[src/rtl/ks_pwm_dac.sv]
// Sample-rate master and audio output stage for the Karplus-Strong string voice:
// paces the string, captures and attenuates its output, and renders it as PWM.
module ks_pwm_dac #(
  parameter int DATA_WIDTH = 8,
  parameter int DIV_WIDTH  = 16
) (
  input  logic                  clk_i,
  input  logic                  rst,
  input  logic                  enable_i,
  input  logic [DIV_WIDTH-1:0]  sample_div_i,
  input  logic [2:0]            volume_i,
  input  logic [DATA_WIDTH-1:0] ks_sample_i,
  output logic                  freeze_o,
  output logic                  sample_strobe_o,
  output logic [DATA_WIDTH-1:0] sample_o,
  output logic                  pwm_o
);

  localparam logic [DATA_WIDTH-1:0] MIDSCALE = {1'b1, {(DATA_WIDTH-1){1'b0}}};
  localparam logic [DATA_WIDTH-1:0] CNT_MAX  = '1;
  localparam logic [DIV_WIDTH-1:0]  DIV_MIN  = DIV_WIDTH'(2);

  logic [DIV_WIDTH-1:0]         div_eff;
  logic [DIV_WIDTH-1:0]         div_last;
  logic [DIV_WIDTH-1:0]         div_cnt;
  logic                         tick;
  logic signed [DATA_WIDTH-1:0] atten;
  logic [DATA_WIDTH-1:0]        pwm_cnt;
  logic [DATA_WIDTH-1:0]        duty;

  // The >= compare (not ==) lets a shrinking divisor end the current period at once.
  always_comb begin
    div_eff  = (sample_div_i < DIV_MIN) ? DIV_MIN : sample_div_i;
    div_last = div_eff - DIV_WIDTH'(1);
    tick     = enable_i & (div_cnt >= div_last);
    atten    = $signed(ks_sample_i) >>> volume_i;
  end

  assign freeze_o = ~tick;

  always_ff @(posedge clk_i or posedge rst) begin
    if (rst) begin
      div_cnt <= '0;
    end else if (!enable_i || tick) begin
      div_cnt <= '0;
    end else begin
      div_cnt <= div_cnt + DIV_WIDTH'(1);
    end
  end

  // Flipping the sign bit turns two's complement into offset binary.
  always_ff @(posedge clk_i or posedge rst) begin
    if (rst) begin
      sample_strobe_o <= 1'b0;
      sample_o        <= MIDSCALE;
    end else begin
      sample_strobe_o <= tick;
      if (tick) begin
        sample_o <= {~atten[DATA_WIDTH-1], atten[DATA_WIDTH-2:0]};
      end
    end
  end

  // Duty only reloads on the last count of a frame, so a period is never split.
  always_ff @(posedge clk_i or posedge rst) begin
    if (rst) begin
      pwm_cnt <= '0;
      duty    <= MIDSCALE;
      pwm_o   <= 1'b0;
    end else if (!enable_i) begin
      pwm_cnt <= '0;
      duty    <= MIDSCALE;
      pwm_o   <= 1'b0;
    end else begin
      pwm_cnt <= pwm_cnt + DATA_WIDTH'(1);
      pwm_o   <= (pwm_cnt < duty);
      if (pwm_cnt == CNT_MAX) begin
        duty <= sample_o;
      end
    end
  end

endmodule

[config.mk]
export PLATFORM = sky130hd
export DESIGN_NAME = ks_pwm_dac
export DESIGN_NICKNAME = d
export VERILOG_FILES = /design/src/rtl/ks_pwm_dac.sv
export SDC_FILE = /design/constraint.sdc
export NUM_CORES = 1
export LEC_CHECK = 0
export CAP_MARGIN = 20
export CELL_PAD_IN_SITES_DETAIL_PLACEMENT = 0
export CELL_PAD_IN_SITES_GLOBAL_PLACEMENT = 1
export CORE_ASPECT_RATIO = 0.5
export CORE_UTILIZATION = 47
export CTS_BUF_LIST = sky130_fd_sc_hd__clkbuf_8
export CTS_CLUSTER_SIZE = 24
export DETAILED_ROUTE_END_ITERATION = 12
export PLACE_DENSITY_LB_ADDON = 0.05
export SYNTH_ARGS = -nofsm -noshare
export SYNTH_HDL_FRONTEND = slang
export SYNTH_SLANG_ARGS = --single-unit
[constraint.sdc]
create_clock -name clk_i -period 9.8 [get_ports clk_i]
set_clock_uncertainty 0.15 [all_clocks]
set_input_delay 0.98 -clock clk_i [delete_from_list [all_inputs] [get_ports clk_i]]
set_output_delay 0.98 -clock clk_i [all_outputs]
set_load 0.005 [all_outputs]
==> results of run 1 <==
-- critical path, stage by stage --
cell             delay, ps
clkdlybuf4s50_1        500
or4_4                  580
nor4_2                 230
nand2_1                150
o21ai_0                290
ha_1                   260
inv_1                   80
or4_2                  620
xor2_1                 160
ha_1                   280
nand4_1                100
or3_1                  380
o22ai_4                370
inv_1                   70
clkdlybuf4s50_1        460
-- path summary, 6_finish.rpt --
path / startpoint / end / cells past startpoint
max in group asynchronous: rst / duty[7]$_DFFE_PP1P_ / 3
worst max-delay path: sample_div_i[10] / freeze_o / 15
worst min-delay path: sample_o[7]$_DFFE_PP1P_ / sample_o[7]$_DFFE_PP1P_ / 2
worst min register to register: sample_o[7]$_DFFE_PP1P_ / sample_o[7]$_DFFE_PP1P_ / 2
worst max register to register: div_cnt[7]$_DFF_PP0_ / div_cnt[13]$_DFF_PP0_ / 6
min in group asynchronous: rst / div_cnt[4]$_DFF_PP0_ / 3
-- sequential cells by signal (all words and copies together), names as in the netlist --
register / flops
duty: 8
pwm_o: 1
sample_o: 8
div_cnt: 16
pwm_cnt: 8
sample_strobe_o: 1
-- stage by stage --
step / cells / power (uW) / hold WS [ps] / setup slack [ps]
3_5_place_dp: 408 / 255 / 321 / 3110
4_1_cts: 416 / 364 / 334 / 3120
6_report: 416 / 360 / 333 / 3160
3_3_place_gp: 408 / 253 / 316 / 3270
2_1_floorplan: 300 / 221 / 287 / 4450
5_1_grt: 416 / 380 / 352 / 2880
-- cell families (layout without fill, tap and decap cells) --
family,count (synthesis),after routing,synth area share [%]
simple gates,113,113,20.2
compound gates,42,42,9.53
flops,42,42,37.2
xor+xnor,31,31,9.58
fa+ha+maj,26,26,11.5
mux,23,23,8.96
buf+inv,23,66,3.09
-- synthesized netlist by cell type (6+ instances only) --
cell type and count:
nor2_1 49, dfrtp_1 40, ha_1 26, a21oi_1 16, inv_1 16, nand2_1 16
xor2_1 16, xnor2_1 15, mux2i_1 13, nand3_1 12, o21ai_0 11, mux2_2 9
nand4_1 6, nor3_1 6
-- placed cells by master, fill, tap and decap left out, types with 2 or more instances in the layout --
cell type        synthesis  final
xnor2_1                 15     15
a211oi_1                 3      3
inv_1                   16     17
xor2_1                  16     16
nor4_2                   2      2
mux2_2                   9      9
nand4_1                  6      6
o21ai_0                 11     11
and2_1                   2      2
dfrtp_1                 40     40
dfstp_2                  2      2
a31oi_1                  2      2
nand3b_1                 2      2
and3_1                   3      3
ha_1                    26     26
clkbuf_8                 0      5
a21o_1                   2      2
and4_1                   2      2
nor3_1                   6      6
a21oi_1                 16     16
nand3_1                 12     12
or4_4                    2      2
nor2_1                  49     49
o211ai_1                 2      2
or3_1                    4      4
nor2b_1                  3      3
mux2i_1                 13     13
clkdlybuf4s50_1          0     40
nand2_1                 16     16
-- layout make-up --
cell class,instances,area (sq um),area share [%]
Sequential cell,42,1050,31.0
Clock inverter,3,17.5,0.516
Tap cell,73,91.3,2.69
Multi-Input combinational cell,235,1690,49.9
Timing Repair Buffer,41,408,12.0
Inverter,17,63.8,1.88
Clock buffer,5,68.8,2.03
-- power groups by stage --
| stage | Clock (uW) | Sequential (uW) | Combinational (uW) |
|---|---|---|---|
| after CTS | 112 | 186 | 65.5 |
| after detailed placement | 0 | 190 | 65.2 |
| after global routing | 119 | 188 | 72.7 |
| final | 109 | 186 | 64.7 |
| after floorplan | 0 | 189 | 32.7 |
| after global placement | 0 | 190 | 63.5 |
-- metal layers --
layer / up-vias / GRT usage [%]
met5: - / 0
met4: 0 / 5.21
met3: 6 / 3.89
met2: 36 / 35.6
met1: 1053 / 24.2
li1: 1143 / -
==> results_dict.tcl, run 1 <==
set metrics [dict create \
    outcome "complete, no violations" \
    finalWeightedCongestion 0.781 \
    cts_setup_buffers 0 \
    antenna_found_initial 0 \
    mappedNetlistNets 356 \
    num_io_pins 41 \
    finalCoreUtilization_pct 60.3 \
    tightest_slew_ps 1090 \
    clkSinkCount 42 \
    cts_tree "done" \
    critPathKind "input port to output pin" \
    vdd_drop_max_mv 0.0510 \
    dpl_cell_area_sq_um 3310 \
    syn_area_sq_um 2840 \
    clockBufferDepth 2 \
    clkPwrFrac_pct 30.3 \
    grt_pass1_vias 2186 \
    synth_area_leaders "dfrtp_1 35%, ha_1 11%, nor2_1 6.5%" \
    die_height_microns 56.9 \
    hold_path_class "register to register" \
    vias 2238 \
    port_buffers 40 \
    endpoint_kind "output pin" \
    fp.dieW_microns 112 \
    synth_edf_count 0 \
    fillCellCount 504 \
    drt-initial-drc-count 112 \
    clk_root_buffer_cell "clkbuf_8" \
    wl_met2_microns 2640 \
    die_area_sq_um 6370 \
    area_growth_pct 19.8 \
    p_per_area_nw_per_um2 106 \
    final_nets 398 \
    power.internal_uw 264 \
    avgRoutedWirePerCell_microns 13.6 \
    synthCells 300 \
    ctsHtreeMaxLevel 2 \
    drc 0 \
    wl_met3_microns 180 \
    drive_gt1_share_pct 8.75 \
    avgViaCountPerCell 5.38 \
    cp_max_fo 10 \
    synth_top_area_share_pct 35.3 \
    postSynthAreaPerCell_sq_um 9.45 \
    core_area_sq_um 5630 \
    start_kind "input port" \
    grt_pass1_wl_microns 9840 \
    slew_headroom_pct 27.3 \
    fin_crit_ps 6640 \
    synth-main-ff-cell "dfrtp_1" \
    ys_types 42 \
    gr-usage-all-layers_pct 19.6 \
    totalWireLength_microns 5650 \
    ys_ff_latch 42 \
    ys_warn_count 0 \
    pwr-share-seq_pct 51.7 \
    ys_seq_area_share_pct 37.2 \
    grt_setup_unrepaired "false" \
    r2r_slack_ps 7230 \
    maxSlewViolCount 0 \
    met1Wirelength_microns 2780 \
    setup-tns-final_ps 0 \
    finalHoldViolations 0 \
    top_layer "met4" \
    start_util_pct 50.3 \
    dr.pass1.iters 4 \
    max_freq_mhz 150 \
    antenna_cells 0 \
    period_share_pct 67.8 \
    synth_top_area_cell "dfrtp_1" \
    path_clk_slew_ps 80 \
    p_leak_uw 0.00143 \
    cts_hold_buf 0 \
    hpwl_microns 4410 \
    arrival_ps 5510 \
    cts_buffers 5 \
    ctsResizeCount 0 \
    cap_violations 0 \
    power.switching_uw 96.3 \
    setup_viol 0 \
    synthArstFlopShare_pct 100 \
    overflow 0 \
    grt_start_max_net_pins 43 \
    p_sw_share_pct 26.7 \
    ant_nets 0 \
    final_cell_area_sq_um 3400 \
    crit_required_ps 8670 \
    pwr-share-comb_pct 18.0 \
    rows 19 \
    worst_skew_pair.late_latency_ps 290 \
]
Note: power is estimated with default switching activity, not from simulation.
==> inputs of run 2 (changes only) <==
--- a/config.mk
+++ b/config.mk
@@ -9,7 +9,7 @@
 export CELL_PAD_IN_SITES_DETAIL_PLACEMENT = 0
 export CELL_PAD_IN_SITES_GLOBAL_PLACEMENT = 1
 export CORE_ASPECT_RATIO = 0.5
-export CORE_UTILIZATION = 47
+export CORE_UTILIZATION = 39
 export CTS_BUF_LIST = sky130_fd_sc_hd__clkbuf_8
 export CTS_CLUSTER_SIZE = 24
 export DETAILED_ROUTE_END_ITERATION = 12
==> constraint.sdc (replaced) <==
create_clock -name clk_i -period 5.38 [get_ports clk_i]
set_clock_uncertainty 0.15 [all_clocks]
set_input_delay 0.538 -clock clk_i [delete_from_list [all_inputs] [get_ports clk_i]]
set_output_delay 0.538 -clock clk_i [all_outputs]
set_load 0.005 [all_outputs]
==> run 2 against run 1 <==
- non-clock buffer count up 8
- critical endpoint unchanged
- count of clock-buffer cells in the layout unchanged
- setup slack worse by 3000 ps
==> results_dict.tcl, run 2 (synthesis gave the netlist of run 1 again) <==
set metrics [dict create \
    start_util_pct 41.3 \
    slew_headroom_pct 64.6 \
    die_height_microns 62.3 \
    arrival_ps 4520 \
    clockBufferDepth 2 \
    final_cell_mix "49 x nor2_1, 40 x dfrtp_1, 40 x clkdlybuf4s50_1, 26 x ha_1" \
    outcome "complete, no violations" \
    r2r_slack_ps 3060 \
    p_per_area_nw_per_um2 214 \
    period_share_pct 96.8 \
    finalCoreUtilization_pct 51.7 \
    hpwl_microns 4610 \
    num_io_pins 41 \
    critPathLaunch "sample_div_i[12]" \
    cp_max_fo 4 \
    start_kind "input port" \
    r2r-start "div_cnt[2]$_DFF_PP0_" \
    seqCellArea_sq_um 1050 \
    place_inst 434 \
    area_growth_pct 25.0 \
    final_nets 406 \
    clk_root_buffer_cell "clkbuf_8" \
    setup_viol 0 \
    cts_tree "done" \
    worst_skew_pair.late_latency_ps 290 \
    die_area_sq_um 7640 \
    cts_setup_buffers 0 \
    rows 21 \
    max_freq_mhz 192 \
    endpoint "freeze_o" \
    finalHoldViolations 0 \
    endpoint_kind "output pin" \
    grt_setup_unrepaired "false" \
    crit_required_ps 4690 \
    fin_crit_ps 5210 \
    hold_path_class "register to register" \
    p_leak_uw 0.00150 \
    fin_cells 443 \
    grt_pass1_vias 2179 \
    place_ws_ps 10.5 \
    clkSinkCount 42 \
    dr.pass1.iters 4 \
    avgRoutedWirePerCell_microns 13.3 \
    cts_buffers 5 \
    totalWireLength_microns 5900 \
    drive_gt1_share_pct 11.4 \
    finalWeightedCongestion 0.776 \
    tightest_slew_ps 529 \
    ctsHtreeMaxLevel 2 \
    critPathKind "input port to output pin" \
    r2r_end "sample_o[3]$_DFFE_PP0P_" \
    largest_reg_flops 16 \
    setup-tns-final_ps 0 \
    ant_nets 0 \
    final_common_cell "nor2_1" \
    antenna_found_initial 0 \
    grt_pass1_wl_microns 10100 \
    max_flop_register "div_cnt" \
    port_buffers 40 \
    postLayoutSetupSlackWorst_ps 174 \
    rr_worst_depth 7 \
    multi_input_area_sq_um 1710 \
    grt_start_max_net_pins 43 \
    avgViaCountPerCell 5.12 \
    drt-initial-drc-count 107 \
    gr-usage-all-layers_pct 16.7 \
    vdd_drop_max_mv 0.108 \
    fp.dieW_microns 123 \
    overflow 0 \
    drc 0 \
    fillCellCount 666 \
    vias 2270 \
    maxSlewViolCount 0 \
    path_clk_slew_ps 80 \
    power_uw 757 \
    antenna_cells 0 \
    core_area_sq_um 6860 \
    cap_violations 0 \
]
## run 2: critical path, stage by stage
cell             delay (ps)
clkdlybuf4s50_1         440
or4_4                   590
nor4_4                  180
nand2_1                 110
o21ai_1                 190
ha_1                    210
inv_1                    70
or4_2                   620
xor2_1                  170
ha_1                    280
nand4_1                 110
or3_1                   380
o22ai_4                 160
inv_1                    60
clkdlybuf4s50_1         440
## run 2: worst min-delay path by stage
stage,from,end,slack [ps],cells past startpoint
finish,sample_o[7]$_DFFE_PP1P_,sample_o[7]$_DFFE_PP1P_,330,2
global route,pwm_cnt[0]$_DFF_PP0_,pwm_cnt[0]$_DFF_PP0_,360,1
CTS,sample_o[7]$_DFFE_PP1P_,sample_o[7]$_DFFE_PP1P_,340,2
detailed placement,sample_o[7]$_DFFE_PP1P_,sample_o[7]$_DFFE_PP1P_,320,2
global placement,pwm_cnt[0]$_DFF_PP0_,pwm_cnt[0]$_DFF_PP0_,320,1
floorplan,pwm_cnt[0]$_DFF_PP0_,pwm_cnt[0]$_DFF_PP0_,290,1
## run 2: routing by layer
layer  up-vias  wire (microns)  track usage (%)
li1       1157               -                -
met1      1068            3050             23.0
met2        39            2600             26.9
met3         6             210             3.49
met4         0              44             3.66
met5         -               0                0
## run 2: report_power, final
part | switching, uW | internal, uW | total, uW | leakage [uW]
clock network | 110 | 186 | 296 | 0.0000683
logic | 55.8 | 65.7 | 122 | 0.000863
registers | 12.2 | 328 | 340 | 0.000564
## run 2: area by class of cell
class | instances | share of cell area, %
Clock buffer | 5 | 1.94
Clock inverter | 3 | 1.94
Inverter | 17 | 1.80
Multi-Input combinational cell | 235 | 48.1
Sequential cell | 42 | 29.7
Tap cell | 92 | 3.25
Timing Repair Buffer | 49 | 13.2
## run 2: repair_timing
action	4_1_cts	5_1_grt
resized for setup	0	3
hold buffers	0	0
hold endpoints to repair	0	0
setup endpoints to repair	0	1
## run 2: metrics by stage
step | hold slack, ps | instance area, sq um
after floorplan | 287 | 2840
after global placement | 315 | 3390
after detailed placement | 320 | 3390
after CTS | 338 | 3520
after global routing | 356 | 3540
final | 332 | 3540
==> inputs of run 3 (changes only) <==
--- a/config.mk
+++ b/config.mk
@@ -9,6 +9,7 @@
 export CELL_PAD_IN_SITES_DETAIL_PLACEMENT = 0
 export CELL_PAD_IN_SITES_GLOBAL_PLACEMENT = 1
 export CORE_ASPECT_RATIO = 0.5
+export CORE_MARGIN = 4
 export CORE_UTILIZATION = 39
 export CTS_BUF_LIST = sky130_fd_sc_hd__clkbuf_8
 export CTS_CLUSTER_SIZE = 24
==> run 3 against run 2 <==
- power shrank 7.3%
- highest routed layer unchanged
- sequential power barely moved
- via count is 0.97% higher
- setup slack improved by 240 ps
- count of clock-buffer cells in the layout did not move
==> results_dict.tcl, run 3 (synthesis gave the netlist of run 1 again) <==
set metrics [dict create \
    cp_max_fo 4 \
    core_area_sq_um 6860 \
    power_uw 702 \
    power.switching_uw 171 \
    maxSlewViolCount 0 \
    tightest_slew_ps 529 \
    outcome "complete, no violations" \
    die_area_sq_um 8780 \
    port_buffers 40 \
    p_sw_share_pct 24.4 \
    finalWeightedCongestion 0.840 \
    totalWireLength_microns 5930 \
    clkPwrFrac_pct 34.1 \
    endpoint_kind "output pin" \
    drc 0 \
    pwr-share-seq_pct 48.4 \
    overflow 0 \
    critPathKind "input port to output pin" \
    grt_pass1_vias 2268 \
    clockBufferDepth 2 \
    pwr-share-comb_pct 17.5 \
    largest_reg_flops 16 \
    worst_skew_pair.late_latency_ps 290 \
    setup_viol 0 \
    final_common_cell "nor2_1" \
    cap_violations 0 \
    antenna_found_initial 0 \
    gr-usage-all-layers_pct 14.3 \
    num_io_pins 41 \
    finalHoldViolations 0 \
    dr.pass1.iters 4 \
    ctsHtreeMaxLevel 2 \
    grt_setup_unrepaired "false" \
    drive_gt1_share_pct 12.5 \
    period_share_pct 92.3 \
    path_clk_slew_ps 80 \
    slew_headroom_pct 64.8 \
    die_height_microns 68.3 \
    ant_nets 0 \
    postLayoutSetupSlackWorst_ps 412 \
    vias 2292 \
    area_growth_pct 25.2 \
    fillCellCount 653 \
    drt-initial-drc-count 180 \
    p_leak_uw 0.00150 \
    max_flop_register "div_cnt" \
    power.internal_uw 531 \
    critPathLaunch "sample_div_i[9]" \
    min_from "sample_o[7]$_DFFE_PP1P_" \
    grt_pass1_wl_microns 10200 \
    hold_path_class "register to register" \
    clk_root_buffer_cell "clkbuf_8" \
    antenna_cells 0 \
    avgRoutedWirePerCell_microns 13.3 \
    p_per_area_nw_per_um2 198 \
    dpl_cell_area_sq_um 3390 \
    fp.dieW_microns 129 \
    final_cell_area_sq_um 3550 \
    grt_start_max_net_pins 43 \
    avgViaCountPerCell 5.15 \
    hpwl_microns 4620 \
    rows 21 \
    arrival_ps 4280 \
    start_kind "input port" \
    vdd_drop_max_mv 0.115 \
    start_util_pct 41.3 \
    final_cell_mix "49 x nor2_1, 40 x dfrtp_1, 38 x clkdlybuf4s50_1, 25 x ha_1, 17 x inv_1" \
    r2r-start "div_cnt[2]$_DFF_PP0_" \
    max_freq_mhz 201 \
    place_ws_ps -5.13 \
    cts_hold_buf 0 \
    fin_crit_ps 4970 \
    clkSinkCount 42 \
    final_nets 408 \
    cts_tree "done" \
    cts_buffers 5 \
    crit_required_ps 4690 \
]
run 3: power by group through the flow:
stage	clock (uW)	sequential, uW	combinational (uW)
2_1_floorplan	0	343	59.5
6_report	239	340	123
4_1_cts	249	340	123
3_3_place_gp	0	346	119
3_5_place_dp	0	346	122
5_1_grt	259	342	137
run 3: timing repair:
action / in CTS / in global routing
gates cloned: 0 / 0
pin swaps: 0 / 4
buffers inserted: 0 / 2
setup endpoints to repair: 1 / 1
gates resized for setup: 1 / 7
run 3: layer usage:
metal	vias to the layer above	GRT usage, %	share of wire (%)
met2	50	24.3	45
met4	0	3.40	0.57
met3	2	2.73	4.5
met5	-	0	0
met1	1082	19.2	50
li1	1158	-	-
run 3: worst paths after layout:
path	slack [ps]	cells past startpoint	to
worst max register to register	3040	7	sample_o[3]$_DFFE_PP0P_
worst min-delay path	340	2	sample_o[7]$_DFFE_PP1P_
min in group asynchronous	530	3	sample_strobe_o$_DFF_PP0_
max in group asynchronous	4180	3	duty[4]$_DFFE_PP0P_
worst min register to register	340	2	sample_o[7]$_DFFE_PP1P_
worst max-delay path	410	15	freeze_o
run 3: metrics by stage:
step                      instances  utilization [%]  setup TNS [ps]  hold WS (ps)
final                           445             51.7               0           340
after global routing            445             51.7               0           352
after CTS                       442             51.0               0           342
after detailed placement        434             49.4           -5.13           331
after global placement          434             49.4               0           318
after floorplan                 300                -               0           287
run 3: critical path, stage by stage:
cell,delay [ps]
clkdlybuf4s50_1,430
or4_4,580
nor4_4,310
nand2_1,130
o21ai_2,180
ha_2,200
inv_1,60
or4_2,620
xor2_1,170
ha_1,280
nand4_1,110
or3_4,360
o22ai_4,130
inv_1,60
dlymetal6s2s_1,140
run 3: final cells by class:
cell class                      count  area, sq um  area share, %
Clock buffer                        5         68.8           1.94
Tap cell                           92          115           3.24
Sequential cell                    42         1050           29.7
Clock inverter                      3         41.3           1.16
Timing Repair Buffer               51          488           13.8
Multi-Input combinational cell    235         1720           48.4
Inverter                           17         63.8           1.80
